<file path="config.mk">
export PLATFORM = sky130hd
export DESIGN_NAME = cpu_register_bank
export DESIGN_NICKNAME = d
export VERILOG_FILES = /design/src/rtl/cpu_register_bank.sv
export SDC_FILE = /design/constraint.sdc
export NUM_CORES = 1
export LEC_CHECK = 0
export BUFFER_PORTS_ARGS = -buffer_cell sky130_fd_sc_hd__buf_4
export CAP_MARGIN = 25
export CORE_MARGIN = 2
export CORE_UTILIZATION = 39
export DETAILED_ROUTE_END_ITERATION = 8
export GPL_TIMING_DRIVEN = 1
export PLACE_DENSITY_LB_ADDON = 0.1
export RECOVER_POWER = 25
export SYNTH_ARGS = -nofsm -noshare
export SYNTH_HDL_FRONTEND = slang
export SYNTH_SLANG_ARGS = --single-unit
</file>
<file path="constraint.sdc">
create_clock -name clk -period 2.9 [get_ports clk]
set_input_delay 0.58 -clock clk [delete_from_list [all_inputs] [get_ports clk]]
set_output_delay 0.58 -clock clk [all_outputs]
set_load 0.01 [all_outputs]
</file>
<file path="src/rtl/cpu_register_bank.sv">
// cpu_register_bank
// Holds AR, PC, DR, AC, IR, TR and the E flag, plus the AC/E arithmetic-logic
// unit. The common bus value is the only load source. All state updates happen
// on the rising clock edge. Reset is asynchronous and active-low.
module cpu_register_bank #(
  parameter int WIDTH = 8
) (
  input  logic             clk,
  input  logic             rst_n,
  input  logic [WIDTH-1:0] bus_in,
  input  logic [5:0]       ld,
  input  logic [5:0]       inr,
  input  logic [5:0]       clr,
  input  logic             alu_en,
  input  logic [2:0]       alu_op,
  input  logic             e_clr,
  input  logic             e_cmp,
  output logic [WIDTH-1:0] ar_q,
  output logic [WIDTH-1:0] pc_q,
  output logic [WIDTH-1:0] dr_q,
  output logic [WIDTH-1:0] ac_q,
  output logic [WIDTH-1:0] ir_q,
  output logic [WIDTH-1:0] tr_q,
  output logic             e_q,
  output logic             ac_zero,
  output logic             dr_zero
);

  // Register indices shared by the ld/inr/clr strobe vectors.
  localparam int IDX_AR = 0;
  localparam int IDX_PC = 1;
  localparam int IDX_DR = 2;
  localparam int IDX_AC = 3;
  localparam int IDX_IR = 4;
  localparam int IDX_TR = 5;

  localparam logic [WIDTH-1:0] ONE  = WIDTH'(1);
  localparam logic [WIDTH-1:0] ZERO = '0;

  typedef enum logic [2:0] {
    OP_NONE0 = 3'b000,
    OP_AND   = 3'b001,
    OP_ADD   = 3'b010,
    OP_LDA   = 3'b011,
    OP_CMA   = 3'b100,
    OP_CIR   = 3'b101,
    OP_CIL   = 3'b110,
    OP_NONE7 = 3'b111
  } alu_op_t;

  // Current contents of all six registers, indexed like the strobes.
  logic [WIDTH-1:0] reg_q [6];

  // AC and E state.
  logic [WIDTH-1:0] ac_reg;
  logic [WIDTH-1:0] ac_next;
  logic             e_reg;
  logic             e_next;

  // ALU datapath.
  alu_op_t          op;
  logic             alu_sel;
  logic [WIDTH-1:0] alu_res;
  logic             alu_e_val;
  logic             alu_e_upd;
  logic [WIDTH:0]   add_sum;
  logic             e_from_alu;

  // Plain registers (all but AC) share one clear > load > increment scheme;
  // AC is wired in separately because the ALU sits in its priority chain.
  genvar gi;
  generate
    for (gi = 0; gi < 6; gi++) begin : g_reg
      if (gi == IDX_AC) begin : g_ac
        assign reg_q[gi] = ac_reg;
      end else begin : g_plain
        logic [WIDTH-1:0] r_reg;

        // Clear beats load beats increment; increment wraps modulo 2^WIDTH.
        always_ff @(posedge clk or negedge rst_n) begin
          if (!rst_n) begin
            r_reg <= ZERO;
          end else if (clr[gi]) begin
            r_reg <= ZERO;
          end else if (ld[gi]) begin
            r_reg <= bus_in;
          end else if (inr[gi]) begin
            r_reg <= r_reg + ONE;
          end
        end

        assign reg_q[gi] = r_reg;
      end
    end
  endgenerate

  assign op      = alu_op_t'(alu_op);
  assign add_sum = {1'b0, ac_reg} + {1'b0, reg_q[IDX_DR]};

  // ALU result and its E side effect; ops 000/111 leave alu_sel low so an
  // increment strobe on AC can still take effect.
  always_comb begin
    alu_res   = ac_reg;
    alu_e_val = e_reg;
    alu_e_upd = 1'b0;
    alu_sel   = 1'b0;
    case (op)
      OP_AND: begin
        alu_sel = alu_en;
        alu_res = ac_reg & reg_q[IDX_DR];
      end
      OP_ADD: begin
        alu_sel   = alu_en;
        alu_res   = add_sum[WIDTH-1:0];
        alu_e_val = add_sum[WIDTH];
        alu_e_upd = 1'b1;
      end
      OP_LDA: begin
        alu_sel = alu_en;
        alu_res = reg_q[IDX_DR];
      end
      OP_CMA: begin
        alu_sel = alu_en;
        alu_res = ~ac_reg;
      end
      OP_CIR: begin
        alu_sel   = alu_en;
        alu_res   = {e_reg, ac_reg[WIDTH-1:1]};
        alu_e_val = ac_reg[0];
        alu_e_upd = 1'b1;
      end
      OP_CIL: begin
        alu_sel   = alu_en;
        alu_res   = {ac_reg[WIDTH-2:0], e_reg};
        alu_e_val = ac_reg[WIDTH-1];
        alu_e_upd = 1'b1;
      end
      default: begin
        alu_sel = 1'b0;
      end
    endcase
  end

  // AC next value: clear > load > ALU > increment > hold. The ALU's E effect
  // only survives when the ALU actually wins the AC update.
  always_comb begin
    ac_next    = ac_reg;
    e_from_alu = 1'b0;
    if (clr[IDX_AC]) begin
      ac_next = ZERO;
    end else if (ld[IDX_AC]) begin
      ac_next = bus_in;
    end else if (alu_sel) begin
      ac_next    = alu_res;
      e_from_alu = alu_e_upd;
    end else if (inr[IDX_AC]) begin
      ac_next = ac_reg + ONE;
    end
  end

  // E next value: explicit clear > complement > ALU carry/rotate > hold.
  always_comb begin
    e_next = e_reg;
    if (e_clr) begin
      e_next = 1'b0;
    end else if (e_cmp) begin
      e_next = ~e_reg;
    end else if (e_from_alu) begin
      e_next = alu_e_val;
    end
  end

  // AC and E state registers.
  always_ff @(posedge clk or negedge rst_n) begin
    if (!rst_n) begin
      ac_reg <= ZERO;
      e_reg  <= 1'b0;
    end else begin
      ac_reg <= ac_next;
      e_reg  <= e_next;
    end
  end

  assign ar_q    = reg_q[IDX_AR];
  assign pc_q    = reg_q[IDX_PC];
  assign dr_q    = reg_q[IDX_DR];
  assign ac_q    = reg_q[IDX_AC];
  assign ir_q    = reg_q[IDX_IR];
  assign tr_q    = reg_q[IDX_TR];
  assign e_q     = e_reg;
  assign ac_zero = (ac_reg == ZERO);
  assign dr_zero = (reg_q[IDX_DR] == ZERO);

endmodule

</file>
==> summary.md <==
| Metric | Value |
|---|---|
| Register bit total from synthesis | ~50 |
| Routability Congestion | approximately 0.9 |
| CTS Root Cell | clkbuf_8 |
| Worst Path Arrival | 1980 ps |
| Hold Startpoint | e_clr |
| TritonRoute pass-1 iters | 5 |
| H-tree depth | 2 |
| Drt drc | 0 |
| Die H | around 100 µm |
| I/O Buffers | between 80 and 90 |
| Final Skew | about 5.6 ps |
| Largest family of logic cells by synthesized area | simple AND/OR/NAND/NOR gates |
| Layout cells sized above 1 | 0.2022 |
| # Max-Cap Violations | 0 |
| Die X | about 100 µm |
| Placed insts | 674 |
| Power Total | 1792 µW |
| Critical path endpoint category | output pin |
| FF-to-FF Start | dr_q[0]$_DFFE_PN0P_ |
| Worst-margin pin slew | about 1300 ps |
| Longest Clk Path Bufs | 2 |
| Clock sink count | 49 |
| Fraction of synthesized area in multiplexers | 0.02592 |
| Largest net degree at the start of global routing | 50 |
| Initial antenna violation count | 0 |
| Status | finished clean |
| Cell variety after synth | between 50 and 60 |
| Area Overhead vs Synth | 19.35% |
| Initial core utilization | 0.4030 |
| Syn. warnings | 0 |
| Synth Instances | about 480 |
| Core area | between 9000 and 10000 µm² |
| Synthesized Nets | roughly 540 |
| Max_slew headroom | 0.1293 |
| Final std cells w/o fill | roughly 680 |
| Worst-path clk slew | about 100 ps |
| Fraction of the mapped netlist area in adder cells | 0.05564 |
| Crit Path Max Fanout | 8 |
| CTS Buf Count | 5 |
| Vias per cell | ~5.6 |
| Diodes inserted | 0 |
| Final Net Count | 599 |
| I/O pins | between 80 and 90 |
| Post-Synth XOR/XNOR Area | 0.08852 |
| Number of synthesized flops with an enable pin | 0 |
| Setup Buffers After CTS | 0 |
| Design area | around 4700 µm² |
| Initial DRC count | ~300 |
| Asr flop ratio synth | 1.000 |
| CTS tree | built |
| Critical path class | reg -> out |
| Post-Place Cell Area | 4631 µm² |
| Synthesized area per cell | 8.177 µm² |
| Hold_buf cts | 0 |
| Pwr Density | 379.5 nW/µm² |
| Worst setup path startpoint | dr_q[0]$_DFFE_PN0P_ |
| Minimum clock period after layout | 2563 ps |
| Crit start category | flip-flop |
| DRT Wirelength | between 10000 and 15000 µm |
| Cts repair resizes | 0 |
| Seq/Total Area, Yosys | 0.3098 |
| Final worst path period share | 0.8838 |
| Top_reg_cell synth | dfrtp_1 |
| GRT Util Overall | 0.2254 |
| Gr ovfl total | 0 |
| Final hold viol count | 0 |
| Vias | about 3800 |
| RSZ-0062 raised after global routing | no |
| Final number of max-transition violations | 0 |
| First-pass GRT wire length | 19950 µm |
| Routed Antenna Nets | 0 |
| Row cnt | 36 |
| P_leak | between 0.002 and 0.0025 µW |
| Post-synthesis simple-gate area fraction | 0.2321 |
| Clock Latency Late Sink | approximately 300 ps |
| HP Class | in -> reg |
| Post-DR wirelength/cell | ~18 µm |
| Vias in the first global route | roughly 3800 |
| Fmax | ~0.39 GHz |
| Setup TNS | 0 ps |
| Syn Std Cell Area | ~4000 µm² |
| Placed wire-length estimate | around 8800 µm |
| Post-synthesis compound-gate area fraction | 0.2283 |
| Peak VDD IR | 213.4 µV |
| Die area | between 10000 and 15000 µm² |
| Final setup violating endpoints | 0 |
| Data required, critical path | 2320 ps |
[metrics by stage]
stage / util / hold slack [ps] / setup slack [ps]
2_1_floorplan: - / 284.4 / 699.6
3_3_place_gp: 0.4716 / 605.2 / 667.1
3_5_place_dp: 0.4716 / 613.1 / 619.3
4_1_cts: 0.4813 / 326.5 / 326.5
5_1_grt: 0.4810 / 400.8 / 124.6
6_report: 0.4810 / 411.4 / 337.1
[metal layers]
layer,track usage,share of wire
met1,0.3256,0.48
met2,0.3455,0.44
met3,0.03306,0.051
met4,0.07238,0.029
met5,0,0
[worst max-delay path: stages (launching register included)]
cell and delay [ps]:
dfrtp_1 500, inv_1 100, ha_1 140, or4b_2 580, nor4_1 200, buf_4 170
[where the power goes]
part	internal (µW)	switching, µW
registers	730	83.8
clock network	176	260
logic	241	302
[cell usage after synthesis (6+ instances only)]
master	instances	area share
a211oi_1	31	0.059
a21oi_1	38	0.048
a221oi_1	6	0.013
and3_1	11	0.017
buf_2	6	0.0076
buf_4	6	0.011
clkbuf_1	13	0.012
dfrtp_1	49	0.31
ha_1	16	0.051
inv_1	22	0.021
mux2i_1	8	0.020
nand2_1	45	0.043
nand2b_1	11	0.017
nand3_1	9	0.011
nand4_1	16	0.025
nor2_1	60	0.057
o21ai_0	15	0.019
xnor2_1	18	0.040
xor2_1	22	0.049
[cells in the final DEF (no fill, tap or decap), drive strengths merged, types with 2 or more instances in the layout]
cell type	n
o21ai	20
nand4b	2
or3	5
nand3b	4
nand2	45
xnor2	18
clkbuf	6
inv	23
dfrtp	49
o22ai	2
xor2	22
buf	87
mux2i	8
clkinvlp	2
and3	11
nor2	60
or2	3
o211ai	5
ha	16
nor3	5
nor3b	2
nand2b	11
o31ai	4
nand4	16
a221oi	8
a31oi	5
and3b	4
a211oi	31
nand3	9
a221o	2
nor2b	3
a211o	2
nor4	3
a21oi	38
o311ai	3
mux2	2
a2111oi	2
[final timing paths]
path                                       end  cells after the start  slack (ps)
max                                    dr_zero                      5         340
min                            e_q$_DFFE_PN0P_                      2         410
max reg2reg                ac_q[6]$_DFFE_PN0P_                      7         590
min reg2reg                ar_q[7]$_DFFE_PN0P_                      2         630
max in group asynchronous  tr_q[2]$_DFFE_PN0P_                      1        1570
min in group asynchronous  ac_q[6]$_DFFE_PN0P_                      1         560
[final cells by class]
class | instances | area, µm²
Fill cell | 1029 | 5096
Inverter | 22 | 82.58
Sequential cell | 49 | 1226
Multi-Input combinational cell | 382 | 2495
Clock inverter | 3 | 26.28
Clock buffer | 5 | 68.82
Tap cell | 133 | 166.4
Timing Repair Buffer | 88 | 658.1
[registers in the layout, indices dropped and copies added (netlist names)]
signal	cells
ir_q	8
pc_q	8
tr_q	8
e_q	1
dr_q	8
ar_q	8
ac_q	8
[cells by family (layout without fill, tap and decap cells)]
group,Yosys count,in the layout
muxes,10,10
AOI/OAI and AO/OA,130,130
buffers and inverters,53,118
xor gates and xnor gates,40,40
adders and majority gates,17,17
DFF,49,49
and+or+nand+nor,185,185
Power figures use the tool's default switching activity.
